### src/rtl/mem_port_arbiter.sv
// Two-requester arbiter for a single-port memory: one fetch port, one load/store port.
// One transaction in flight at a time; round-robin on ties; registered read data and ack pulses.
module mem_port_arbiter #(
    parameter int DATA_W  = 32,
    parameter int ADDR_W  = 8,
    parameter int MEM_LAT = 1
) (
    input  logic              clk,
    input  logic              rst,
    input  logic              if_req,
    input  logic [ADDR_W-1:0] if_addr,
    output logic              if_ack,
    input  logic              de_req,
    input  logic              de_we,
    input  logic [ADDR_W-1:0] de_addr,
    input  logic [DATA_W-1:0] de_wdata,
    output logic              de_ack,
    output logic [DATA_W-1:0] rdata,
    output logic [ADDR_W-1:0] mem_addr,
    output logic              mem_write,
    output logic [DATA_W-1:0] mem_wdata,
    input  logic [DATA_W-1:0] mem_rdata,
    output logic              busy,
    output logic              owner,
    output logic [7:0]        conflict_cnt
);

    localparam int CNT_W = 3;

    typedef enum logic [1:0] {IDLE, ACC, RESP} state_t;

    state_t            state_q, state_d;
    logic [CNT_W-1:0]  cnt_q, cnt_d;
    logic              owner_q, owner_d;
    logic              last_gnt_q, last_gnt_d;
    logic              we_q, we_d;
    logic [ADDR_W-1:0] mem_addr_q, mem_addr_d;
    logic [DATA_W-1:0] mem_wdata_q, mem_wdata_d;
    logic              mem_write_q, mem_write_d;
    logic [DATA_W-1:0] rdata_q, rdata_d;
    logic              if_ack_q, if_ack_d;
    logic              de_ack_q, de_ack_d;
    logic [7:0]        conflict_q, conflict_d;
    logic              gnt;

    always_ff @(posedge clk) begin
        if (rst) begin
            state_q     <= IDLE;
            cnt_q       <= '0;
            owner_q     <= 1'b0;
            last_gnt_q  <= 1'b1;
            we_q        <= 1'b0;
            mem_addr_q  <= '0;
            mem_wdata_q <= '0;
            mem_write_q <= 1'b0;
            rdata_q     <= '0;
            if_ack_q    <= 1'b0;
            de_ack_q    <= 1'b0;
            conflict_q  <= '0;
        end else begin
            state_q     <= state_d;
            cnt_q       <= cnt_d;
            owner_q     <= owner_d;
            last_gnt_q  <= last_gnt_d;
            we_q        <= we_d;
            mem_addr_q  <= mem_addr_d;
            mem_wdata_q <= mem_wdata_d;
            mem_write_q <= mem_write_d;
            rdata_q     <= rdata_d;
            if_ack_q    <= if_ack_d;
            de_ack_q    <= de_ack_d;
            conflict_q  <= conflict_d;
        end
    end

    always_comb begin
        state_d     = state_q;
        cnt_d       = cnt_q;
        owner_d     = owner_q;
        last_gnt_d  = last_gnt_q;
        we_d        = we_q;
        mem_addr_d  = mem_addr_q;
        mem_wdata_d = mem_wdata_q;
        mem_write_d = 1'b0;
        rdata_d     = rdata_q;
        if_ack_d    = 1'b0;
        de_ack_d    = 1'b0;
        conflict_d  = conflict_q;
        // On a tie the side that did not win last time gets the grant
        gnt         = (if_req && de_req) ? ~last_gnt_q : de_req;

        case (state_q)
            IDLE: begin
                if (if_req && de_req && conflict_q != 8'hFF)
                    conflict_d = conflict_q + 8'd1;
                if (if_req || de_req) begin
                    owner_d     = gnt;
                    last_gnt_d  = gnt;
                    we_d        = gnt & de_we;
                    mem_write_d = gnt & de_we;
                    mem_addr_d  = gnt ? de_addr : if_addr;
                    mem_wdata_d = gnt ? de_wdata : '0;
                    cnt_d       = '0;
                    state_d     = ACC;
                end
            end
            ACC: begin
                if (cnt_q == CNT_W'(MEM_LAT - 1)) begin
                    if (!we_q)
                        rdata_d = mem_rdata;
                    if_ack_d = ~owner_q;
                    de_ack_d = owner_q;
                    state_d  = RESP;
                end else begin
                    cnt_d = cnt_q + CNT_W'(1);
                end
            end
            RESP: state_d = IDLE;
            default: state_d = IDLE;
        endcase
    end

    assign if_ack       = if_ack_q;
    assign de_ack       = de_ack_q;
    assign rdata        = rdata_q;
    assign mem_addr     = mem_addr_q;
    assign mem_write    = mem_write_q;
    assign mem_wdata    = mem_wdata_q;
    assign busy         = (state_q != IDLE);
    assign owner        = owner_q;
    assign conflict_cnt = conflict_q;

endmodule

### config.mk
export PLATFORM = sky130hd
export DESIGN_NAME = mem_port_arbiter
export DESIGN_NICKNAME = d
export VERILOG_FILES = /design/src/rtl/mem_port_arbiter.sv
export SDC_FILE = /design/constraint.sdc
export NUM_CORES = 1
export LEC_CHECK = 0
export ABC_AREA = 1
export CAP_MARGIN = 40
export CORE_UTILIZATION = 40
export DETAILED_ROUTE_END_ITERATION = 10
export HOLD_SLACK_MARGIN = 0.08
export PLACE_DENSITY = 0.81
export SLEW_MARGIN = 25
export SYNTH_ARGS = -nofsm -noshare
export SYNTH_HDL_FRONTEND = slang
export SYNTH_SLANG_ARGS = --single-unit
### constraint.sdc
create_clock -name clk -period 1.6 [get_ports clk]
set_input_delay 0.32 -clock clk [delete_from_list [all_inputs] [get_ports clk]]
set_output_delay 0.32 -clock clk [all_outputs]
set_load 0.005 [all_outputs]
# Yosys cells after proc, flatten, opt, wreduce, memory -nomap -nowiden
# Index checks and enable logic that the tools add are counted.
[totals] reg_bits=91 input_bits=85 out_inout_bits=85 elab_cells=50
[classes] addsub=2 eq_ne=5 n_mux=9 bitwise_logic=8 reduce_logical=14
[ops] operator="$mux 32" n=1
[ops] operator="$add 8x1->8 const B" n=1
[ops] operator="$mux 8" n=1
[ops] operator="$ne 8x8->1 const B" n=1
[ops] operator="$not 1->1" n=7
[ops] operator="$mux 3" n=2
[ops] operator="$ne 2x2->1 const B" n=3
[ops] operator="$pmux 3 s2" n=1
[ops] operator="$reduce_and 2->1" n=3
[ops] operator="$reduce_and 3->1" n=2
[ops] operator="$reduce_or 3->1" n=2
[ops] operator="$mux 2" n=2
[ops] operator="$pmux 2 s2" n=1
[ops] operator="$reduce_bool 2->1" n=2
[ops] operator="$add 3x1->3 const B" n=1
[ops] operator="$logic_not 3->1" n=1
[ops] operator="$eq 2x1->1 const B" n=1
[ops] operator="$logic_and 1x1->1" n=2
[ops] operator="$logic_not 2->1" n=1
[ops] operator="$and 1x1->1" n=1
[ops] operator="$logic_or 1x1->1" n=1
[ops] operator="$mux 1" n=1

# Depth between registers and ports, before layout
[depth] word_depth=3 ltp_mapped=8 ltp_nobuf=8

# Worst setup path after synthesis
# No wires, ideal clock.
[synth_timing] path_kind="reg-to-reg" startpoint="register conflict_q[0] (netlist: conflict_cnt[0])" endpoint="register conflict_q[1] (netlist: conflict_cnt[1])" t_arrival_ns=1.151 required_time_ns=1.484 slack_ns=0.333 stages_incl_launch_ff=9 n_path_buf=0 period_less_slack_ns=1.267 path_cell_list="dfxtp_1 ha_1 nand2_1 nor2_2 nand2_2 nand2_4 inv_2 nor2_1 nor2_1"
[synth_via] elab_chain_len=3
[synth_lines] element="start, declared" line_no="43" rtl="logic [7:0] conflict_q, conflict_d;"
[synth_lines] element="start signal, assigned" line_no="72" rtl="conflict_q <= conflict_d;"
[synth_lines] element="branches (longest 3 deep; another with $add 8x1->8)"
# Parallel ways; which one is timed is not known.
# A chain may end at the register's enable or synchronous reset.

# Worst setup path in the final report
[layout_timing] startpoint="register conflict_q[6] (netlist: conflict_cnt[6])" endpoint="output conflict_cnt[6]"
[layout_lines] element="end, declared" line_no="25" rtl="output logic [7:0] conflict_cnt"
# No word-level cell between the ends.

==> results.toml <==
[setup_path]
crit_type = "reg -> out"
cp_max_fo = 4
worst_r2r_path_depth = 6
cp-start-kind = "flip-flop"
crit_cells = 1
required_ns = 1.28
endpoint_kind = "primary output"
cp_num_buf_inv = 1
path_cells = "clkdlybuf4s50_1"
path_delay_family = "buffers and inverters"
cpMaxStageDelayCell = "clkdlybuf4s50_1"
arrival_ns = 1.23
slowest_delay_ns = 0.52

[timing]
worst_pin_slew_ns = 0.5271
fin_setup_tns_ns = 0
finalSetupViolations = 0
rsz0062_at_grt = "false"
maxSlewViolCount = 0
finalCriticalPeriod_ns = 1.548
timing.final.crit_share = 0.9678
max_clock_freq_mhz = 645.8
fin_skew_ns = 0.01214
hold_viol = 0
slew-limit-headroom = 0.6481

[cells_and_area]
antenna_cells = 0
multi_input_area_sq_um = 1419
seq_area_sq_um = 1836
drive_gt1_frac = 0.1472
layout.nets = 708
stdcell_count = 733
area_growth_pct = 55.79
final_area_sq_um = 5622
final_core_util = 0.6446
final.fill_count = 732

[drt]
drc = 0
dr.pass1.iters = 4
drt_wl_total_microns = 9096
via_per_inst = 4.640
wl_per_cell_microns = 12.41
num_vias = 3401
ant_nets = 0
drt_iter0_markers = 63

[synth]
syn-num-nets = 532
yosysWarnings = 0
syn_area_per_cell_sq_um = 8.127
yosys.area_share.simple = 0.2178
ys_seq_area_frac = 0.5049
netlist_area_sq_um = 3608
yosysUniqueCellTypes = 27
synthMuxAreaShare = 0
synth_top_family_by_area = "simple AND/OR/NAND/NOR gates"
synth_compound_area_frac = 0.1571
synthCells = 444
ys_ff_latch = 91
synthAdderAreaFrac = 0.01040
synth_xor_area_frac = 0.007282

[floorplan]
pin_count = 170
fp.dieH_microns = 96.98
floorplan.initialDensity = 0.4138
rows = 34
die_x_microns = 96.98
coreArea_sq_um = 8721
dieArea_sq_um = 9405

[worst_hold_path]
hold_path_class = "reg -> reg"
holdPathStages = 1

[placement]
place_area_sq_um = 5430
place_congestion = 0.8431
port_buffers = 169
dp.final_hpwl_microns = 7034
placed_cells_incl_taps = 716

[power_and_ir_drop]
total_power_uw = 4884
pwr_density_cell_nw_per_um2 = 868.7
leakage_uw = 0.002293
ir_drop_uv = 408.4

[clocking]
insertion_delay_ns = 0.35
h-tree-depth = 3
clock_sinks = 91
clockBufferDepth = 2
cts_hold_buf = 0
tritoncts = "done"
root_buffer = "clkbuf_8"
path_clk_slew_ns = 0.08
cts-buffers-inserted = 9

[run_status]
status = "completed"

[global_routing]
grt_pass1_vias = 3397
antenna_found_initial = 0
grt_overflow = 0
grt_start_max_net_pins = 33
grtUsageTotal = 0.1971
grt_pass1_wl_microns = 15260

[job]
maxCapViolations = 0
[timing repair]
action | in CTS | in global routing
endpoints found under the hold margin | 0 | 0
setup endpoints to repair | 4 | 5
resized for setup | 7 | 5
setup buffers | 1 | 0
[area by class of cell]
type	count	share of cell area
inverters	58	0.03873
well taps	108	0.02404
clock inverters	6	0.007345
repair buffers	183	0.3283
clock buffers	10	0.02270
flip-flops and latches	91	0.3265
multi-input cells	277	0.2524
[where the power goes]
group | switching (uW) | internal [uW] | leakage, uW
logic | 414 | 606 | 0.00147
registers | 88.5 | 2430 | 0.000748
clock network | 784 | 565 | 0.0000787
[worst reg2reg max path: stages, from the launching register on]
cell	delay (ns)
dfxtp_1	0.34
inv_1	0.07
ha_1	0.23
nand4_4	0.12
inv_2	0.41
nor2_1	0.11
nor2_1	0.12
[registers in the layout, summed over array words and instances, names as in the netlist]
name          count
mem_write         1
mem_wdata        32
last_gnt_q        1
cnt_q             3
mem_addr          8
if_ack            1
state_q           2
de_ack            1
owner             1
rdata            32
we_q              1
conflict_cnt      8
[path summary, 6_finish.rpt]
check / from / endpoint / slack (ns)
hold / removal: owner / if_ack / 0.45
setup / recovery: conflict_cnt[6] / conflict_cnt[6] / 0.05
hold reg to reg: owner / if_ack / 0.45
setup reg to reg: cnt_q[0] / rdata[6] / 0.14
[logic make-up (layout without fill, tap and decap cells)]
| family | Yosys count | in the layout |
|---|---|---|
| adder cells (fa/ha/maj) | 3 | 3 |
| AND/OR/NAND/NOR | 181 | 181 |
| buffers and inverters | 76 | 257 |
| AO/OA/AOI/OAI | 90 | 90 |
| flip-flops | 91 | 91 |
| XOR/XNOR | 3 | 3 |
[layer usage]
metal  track usage  share of wire  vias to the layer above
met5             0              0                        -
met3       0.03324          0.046                       23
met1        0.2280           0.42                     1532
li1              -              -                     1738
met2        0.3510           0.50                      108
met4       0.09414          0.032                        0
[cells in the mapped netlist, drive strengths merged]
cell type	instances	area, sq um
nand2	72	285.3
ha	3	37.54
dfxtp	91	1822
nand3	9	57.56
nor2	87	346.6
o21ai	81	510.5
inv	58	217.7
a21oi	6	30.03
buf	14	137.6
clkbuf	4	15.01
or2	7	43.79
nand4	6	52.55
xor2	3	26.28
o22ai	1	12.51
a31oi	1	6.260
a211oi	1	7.510
[cell usage in the layout (no fill, tap or decap), types with 2 or more instances in the layout]
cell type,synthesis,layout
nor2_4,2,2
a21oi_1,6,6
nand3_1,8,8
or2_2,7,7
inv_1,51,51
clkbuf_8,0,9
nor2_2,2,2
dfxtp_1,91,82
buf_12,0,4
dfxtp_2,0,8
clkinvlp_4,0,3
inv_2,7,7
buf_4,2,10
o21ai_2,28,28
o21ai_0,44,44
nand2_1,68,67
o21ai_1,9,9
nor2_1,83,83
nand4_1,5,5
clkinv_2,0,2
ha_1,3,3
xor2_1,3,3
clkdlybuf4s50_1,0,168
nand2_2,3,4
[metrics by stage]
| step | setup slack [ns] | hold slack [ns] |
|---|---|---|
| 6_report | 0.05158 | 0.4518 |
| 5_1_grt | 0.0002653 | 0.4694 |
| 4_1_cts | 0.005393 | 0.4551 |
| 3_5_place_dp | -0.1779 | 0.4378 |
| 3_3_place_gp | -0.09175 | 0.4364 |
| 2_1_floorplan | 0.3331 | 0.4286 |
Note: power is estimated with default switching activity, not from simulation.
